**config.mk**
```make
export PLATFORM = sky130hd
export DESIGN_NAME = coeff_serializer_flat
export DESIGN_NICKNAME = d
export VERILOG_FILES = /design/src/rtl/ntt_pkg.sv /design/src/rtl/coeff_serializer_if.sv /design/src/rtl/coeff_serializer_mux.sv /design/src/rtl/coeff_serializer.sv /design/src/flat_wrapper.sv
export SDC_FILE = /design/constraint.sdc
export NUM_CORES = 1
export LEC_CHECK = 0
export CORE_MARGIN = 4
export CORE_UTILIZATION = 49
export CTS_CLUSTER_SIZE = 25
export DETAILED_ROUTE_END_ITERATION = 7
export HOLD_SLACK_MARGIN = 0.05
export PLACE_DENSITY = 0.85
export SYNTH_ARGS = -nofsm -noshare
export SYNTH_HDL_FRONTEND = slang
export SYNTH_SLANG_ARGS = --single-unit
```
**constraint.sdc**
```tcl
create_clock -name clk -period 2.4 [get_ports clk]
set_input_delay 0.36 -clock clk [delete_from_list [all_inputs] [get_ports clk]]
set_output_delay 0.36 -clock clk [all_outputs]
set_load 0.1 [all_outputs]
```
**src/rtl/ntt_pkg.sv**
```systemverilog
// ntt_pkg: shared definitions for NTT datapath blocks.
//   state_t     : two-state stream controller encoding (IDLE / STREAM)
//   bit_reverse : reverses the low 'width' bits of an index; reused by the
//                 NTT address generators as well as the coefficient serializer.
package ntt_pkg;

   typedef enum logic {
      IDLE   = 1'b0,
      STREAM = 1'b1
   } state_t;

   localparam int unsigned IDX_MAX_W = 32;

   // Bits at or above 'width' come back as zero.
   function automatic logic [IDX_MAX_W-1:0] bit_reverse(
      input logic [IDX_MAX_W-1:0] idx,
      input int unsigned          width
   );
      logic [IDX_MAX_W-1:0] r;
      r = '0;
      for (int unsigned i = 0; i < IDX_MAX_W; i++) begin
         if (i < width) r[width-1-i] = idx[i];
      end
      return r;
   endfunction

endpackage

```
**src/rtl/coeff_serializer_if.sv**
```systemverilog
// coeff_serializer_if: load/stream bus of the coefficient serializer.
//   load, bitrev, data_in : stream request, order mode, packed coefficient vector
//   out_word, out_valid   : current word and its valid flag
//   out_ready             : consumer accept
//   sel                   : index of the word on out_word
//   busy, done            : stream in progress / one-cycle end-of-stream pulse
// modport slave is the serializer's view, master the requester/consumer view.
interface coeff_serializer_if #(
   parameter int unsigned N = 4,
   parameter int unsigned S = 16
);
   logic                 load;
   logic                 bitrev;
   logic [S*N-1:0]       data_in;
   logic [N-1:0]         out_word;
   logic                 out_valid;
   logic                 out_ready;
   logic [$clog2(S)-1:0] sel;
   logic                 busy;
   logic                 done;

   modport slave (
      input  load, bitrev, data_in, out_ready,
      output out_word, out_valid, sel, busy, done
   );

   modport master (
      output load, bitrev, data_in, out_ready,
      input  out_word, out_valid, sel, busy, done
   );
endinterface

```
**src/rtl/coeff_serializer_mux.sv**
```systemverilog
// mux: selects word 'sel' of an S-word packed vector of N-bit words.
//   a   : packed vector, word i = a[i*N +: N]
//   sel : word index
//   s   : selected word
module mux #(
   parameter int unsigned N = 4,
   parameter int unsigned S = 16
) (
   input  logic [S*N-1:0]       a,
   input  logic [$clog2(S)-1:0] sel,
   output logic [N-1:0]         s
);
   assign s = a[sel*N +: N];
endmodule

```
**src/rtl/coeff_serializer.sv**
```systemverilog
// coeff_serializer: captures a packed vector of S coefficient words on load and
// streams them out one word per handshake, in natural or bit-reversed index order.
//   clk : clock, all state on rising edge
//   rst : synchronous active-high reset
//   bus : coeff_serializer_if.slave (load/bitrev/data_in in, word stream out,
//         sel, busy, done)
module coeff_serializer
   import ntt_pkg::*;
#(
   parameter int unsigned N = 4,
   parameter int unsigned S = 16
) (
   input  logic                clk,
   input  logic                rst,
   coeff_serializer_if.slave   bus
);
   localparam int unsigned SW = $clog2(S);
   typedef logic [SW-1:0] idx_t;
   localparam idx_t LAST = idx_t'(S - 1);

   state_t         r_state;
   logic [S*N-1:0] r_vec;
   logic           r_mode;
   idx_t           r_count;
   logic           r_valid;
   logic           r_busy;
   logic           r_done;

   idx_t           w_sel;
   logic [N-1:0]   w_word;
   logic           w_hs;

   assign w_hs  = r_valid & bus.out_ready;
   assign w_sel = r_mode ? idx_t'(bit_reverse(IDX_MAX_W'(r_count), SW)) : r_count;

   always_ff @(posedge clk) begin
      if (rst) begin
         r_state <= IDLE;
         r_vec   <= '0;
         r_mode  <= 1'b0;
         r_count <= '0;
         r_valid <= 1'b0;
         r_busy  <= 1'b0;
         r_done  <= 1'b0;
      end else begin
         r_done <= 1'b0;
         case (r_state)
            IDLE: begin
               // done may be high here; a load in that cycle is still taken
               if (bus.load) begin
                  r_vec   <= bus.data_in;
                  r_mode  <= bus.bitrev;
                  r_count <= '0;
                  r_valid <= 1'b1;
                  r_busy  <= 1'b1;
                  r_state <= STREAM;
               end
            end
            STREAM: begin
               if (w_hs) begin
                  if (r_count == LAST) begin
                     r_count <= '0;
                     r_valid <= 1'b0;
                     r_busy  <= 1'b0;
                     r_done  <= 1'b1;
                     r_state <= IDLE;
                  end else begin
                     r_count <= r_count + 1'b1;
                  end
               end
            end
            default: r_state <= IDLE;
         endcase
      end
   end

   mux #(.N(N), .S(S)) u_mux (
      .a   (r_vec),
      .sel (w_sel),
      .s   (w_word)
   );

   assign bus.out_word  = w_word;
   assign bus.out_valid = r_valid;
   assign bus.sel       = w_sel;
   assign bus.busy      = r_busy;
   assign bus.done      = r_done;

endmodule

```
**src/flat_wrapper.sv**
```systemverilog
// flat-port wrapper written by rule: the top's interface ports become plain ports
module coeff_serializer_flat import ntt_pkg::*;
#(
   parameter int unsigned N = 4,
   parameter int unsigned S = 16
)
  (clk, rst, bus_load, bus_bitrev, bus_data_in, bus_out_ready, bus_out_word, bus_out_valid, bus_sel, bus_busy, bus_done);
  coeff_serializer_if #(.N(N), .S(S)) bus_i ();
  input  logic clk;
  input  logic rst;
  input wire logic [$bits(bus_i.load)-1:0] bus_load;
  input wire logic [$bits(bus_i.bitrev)-1:0] bus_bitrev;
  input wire logic [$bits(bus_i.data_in)-1:0] bus_data_in;
  input wire logic [$bits(bus_i.out_ready)-1:0] bus_out_ready;
  output wire logic [$bits(bus_i.out_word)-1:0] bus_out_word;
  output wire logic [$bits(bus_i.out_valid)-1:0] bus_out_valid;
  output wire logic [$bits(bus_i.sel)-1:0] bus_sel;
  output wire logic [$bits(bus_i.busy)-1:0] bus_busy;
  output wire logic [$bits(bus_i.done)-1:0] bus_done;
  assign bus_i.load = bus_load;
  assign bus_i.bitrev = bus_bitrev;
  assign bus_i.data_in = bus_data_in;
  assign bus_i.out_ready = bus_out_ready;
  assign bus_out_word = bus_i.out_word;
  assign bus_out_valid = bus_i.out_valid;
  assign bus_sel = bus_i.sel;
  assign bus_busy = bus_i.busy;
  assign bus_done = bus_i.done;
  coeff_serializer #(.N(N), .S(S)) u_core (.clk(clk), .rst(rst), .bus(bus_i));
endmodule
```
==> flow_metrics.py <==
metrics = {
    "floorplan": {
        "die_h_um": 88.4,
        "coreArea_um2": 6310,
        "ios": 80,
        "dieArea_um2": 7810,
        "initial_core_util": 0.501,
        "rows": 29,
        "die_w_um": 88.4,
    },
    "critical_path": {
        "reg2reg_slack_ps": 600,
        "crit_end": "bus_out_word[1]",
        "cp-end-kind": "primary output",
        "r2r_cells": 5,
        "rr_endpoint": "u_core.r_count[3]$_SDFFE_PP0P_",
        "worst-endpoint-required_ps": 2040,
        "critPathLaunch": "u_core.r_mode$_SDFFE_PP0P_",
        "critPathKind": "register to primary output",
        "critPathLaunchType": "register",
        "rr_startpoint": "u_core.r_count[0]$_SDFFE_PP0P_",
        "critical_path_arrival_ps": 2370,
        "critPathMaxFanout": 8,
    },
    "timing": {
        "report.final.slew_viol_count": 0,
        "rsz0062_at_grt": "yes",
        "period_share": 1.14,
        "setup_viol": 4,
        "clock.fmax_ghz": 0.367,
        "finalSetupTns_ps": -1250,
        "skew_ps": 3.17,
        "worst_pin_slew_ps": 556,
        "slew_headroom": 0.629,
        "period_minus_slack_ps": 2730,
        "hold_viol": 0,
        "worst_slack_ps": -328,
    },
    "synth": {
        "syn_nets": 469,
        "synth_area_per_cell_um2": 7.93,
        "syn_area_um2": 3160,
        "synth-seq-cells": 72,
        "ys_types": 33,
        "synth_seq_area_share": 0.456,
        "syn-instance-count": 399,
        "yosys_warnings": 0,
    },
    "routing": {
        "postRouteAntennaNets": 0,
        "route.detailed.drc": 0,
        "first_pass_iters": 6,
        "wl_um": 9100,
        "wl_per_cell_um": 16.4,
        "viasPerCell": 5.69,
        "vias": 3161,
        "drt_iter0_drc": 194,
    },
    "placed_design": {
        "portBuffers": 79,
        "hpwl_um": 5890,
        "pre_cts_ws_ps": 7.90,
        "gp_congestion": 0.847,
    },
    "layout": {
        "num-fill-cells": 476,
        "drive_gt1_frac": 0.138,
        "regArea_um2": 1450,
        "areaGrowthSynthToFinish_pct": 40.9,
        "antennaDiodeCount": 0,
        "final_nets": 545,
        "multi_input_area_um2": 1640,
    },
    "global_routing": {
        "grt_pass1_wl_um": 14100,
        "grt-ovfl-total": 0,
        "grt_pass1_vias": 3064,
        "track_usage": 0.234,
        "grt_start_max_net_pins": 69,
        "antenna_found_initial": 0,
    },
    "outcome": {
        "status": "finished, violations left",
        "failed_checks": "setup timing",
    },
    "clock_network": {
        "cts_buffers": 9,
        "cts_root_buf": "clkbuf_8",
        "cts_tree": "yes",
        "worstSkewPairLatency_ps": 350,
        "cts.clk_slew.worst_paths_ps": 80,
        "cts_max_path_buffers": 2,
        "htree_num_levels": 3,
        "cts_sinks": 72,
    },
    "power": {
        "finalPower_w": 0.00267,
        "p_per_area_nw_per_um2": 599,
        "peakVddDrop_mv": 0.429,
        "p_leak_nw": 1.83,
    },
    "worst_hold_path": {
        "min_path_type": "register to register",
    },
    "job": {
        "cap_violations": 0,
    },
}
[cell type report]
class,instances,share of cell area
well taps,77,0.0216
flip-flops and latches,72,0.324
inverters,5,0.00421
clock buffers,10,0.0309
clock inverters,5,0.0126
repair buffers,96,0.237
multi-input cells,291,0.369
[Yosys cell counts]
cell type  number  share of area
nor2b_1         2         0.0040
a21oi_1        69           0.11
or4_1           5          0.012
a21o_1          1         0.0024
a32oi_1         2         0.0055
ha_1            1         0.0040
o22ai_1        16          0.032
nand3_1         4         0.0063
o21ai_0         2         0.0032
xnor2_1         1         0.0028
dfxtp_1        72           0.46
nor2_1          5         0.0059
a31oi_1         1         0.0020
nor3b_1         1         0.0024
and3_1          1         0.0020
nand4_1         1         0.0020
buf_4           2         0.0047
nand2_1       135           0.16
buf_1           3         0.0036
o32a_1          2         0.0063
clkbuf_2        1         0.0016
or3b_2          1         0.0028
nor3_1          2         0.0032
or2_2           1         0.0020
mux2_2          2         0.0071
inv_1           5         0.0059
nand2b_1        2         0.0040
mux2i_1        32           0.10
a311oi_1        1         0.0028
buf_6           3          0.011
clkbuf_1       21          0.025
buf_2           1         0.0016
mux2i_4         1         0.0071
[power by group]
part           internal (W)  switching, W
Clock              0.000503      0.000459
Combinational      0.000199      0.000205
Sequential          0.00126     0.0000469
Total               0.00196      0.000711
[how the worst min path moves through the flow]
| stage | end | slack [ps] | startpoint | cells after the start |
|---|---|---|---|---|
| floorplan | u_core.r_vec[10]$_SDFFE_PP0P_ | 440 | u_core.r_vec[10]$_SDFFE_PP0P_ | 2 |
| global placement | u_core.r_vec[30]$_SDFFE_PP0P_ | 440 | u_core.r_vec[30]$_SDFFE_PP0P_ | 2 |
| detailed placement | u_core.r_vec[8]$_SDFFE_PP0P_ | 450 | u_core.r_vec[8]$_SDFFE_PP0P_ | 2 |
| CTS | u_core.r_vec[8]$_SDFFE_PP0P_ | 460 | u_core.r_vec[8]$_SDFFE_PP0P_ | 2 |
| global route | u_core.r_vec[34]$_SDFFE_PP0P_ | 480 | u_core.r_vec[34]$_SDFFE_PP0P_ | 2 |
| finish | u_core.r_vec[54]$_SDFFE_PP0P_ | 460 | u_core.r_vec[54]$_SDFFE_PP0P_ | 2 |
[flip-flops by register name, indices dropped and copies added (netlist names)]
register and flops:
u_core.r_vec 64, u_core.r_count 4, u_core.bus.busy 1, u_core.bus.done 1, u_core.r_mode 1, u_core.r_state 1
[worst max-delay path, stage by stage, from the launching register on]
cell     delay, ps
dfxtp_4        370
mux2i_4        270
buf_6          170
buf_16         140
mux2i_2        250
o22ai_2         90
or4_4          540
buf_12         190
[layer usage]
metal,up-vias,part of all wire,GRT usage
met2,148,0.49,0.394
met3,29,0.079,0.0633
met5,-,0,0
met4,0,0.027,0.0893
li1,1505,-,-
met1,1479,0.40,0.286
[cell families (layout without fill, tap and decap cells)]
logic type,count (synthesis),count (layout),synth area share
AOI/OAI and AO/OA,94,94,0.163
xor gates and xnor gates,1,1,0.00277
adders and majority gates,1,1,0.00395
buffers and inverters,36,116,0.0530
DFF,72,72,0.456
muxes,35,35,0.115
and+or+nand+nor,160,160,0.206
[layout by cell type (no fill, tap or decap), drive strengths merged]
master / n
mux2: 2
mux2i: 33
buf: 29
or4: 5
nand3: 4
or3b: 1
nor3b: 1
o22ai: 16
inv: 6
nand4: 1
or2: 1
clkinvlp: 1
clkdlybuf4s50: 67
clkinv: 2
a32oi: 2
o32a: 2
clkbuf: 10
a311oi: 1
nand2: 135
xnor2: 1
o21ai: 2
and3: 1
bufinv: 1
dfxtp: 72
a21o: 1
a31oi: 1
nor3: 2
nor2: 5
nor2b: 2
nand2b: 2
a21oi: 69
ha: 1
[repair_timing]
action	4_1_cts	5_1_grt
gates resized for setup	6	19
pin swaps	1	6
setup endpoints to repair	4	4
buffers inserted	3	3
hold buffers	0	0
gates cloned	3	0
[per-stage QoR]
step	std cells	hold slack (ps)	utilization	area, µm²
after floorplan	399	436	-	3180
after global placement	534	444	0.647	4090
after detailed placement	534	447	0.647	4090
after CTS	555	457	0.696	4390
after global routing	556	479	0.706	4460
final	556	464	0.706	4460
Power figures use the tool's default switching activity.
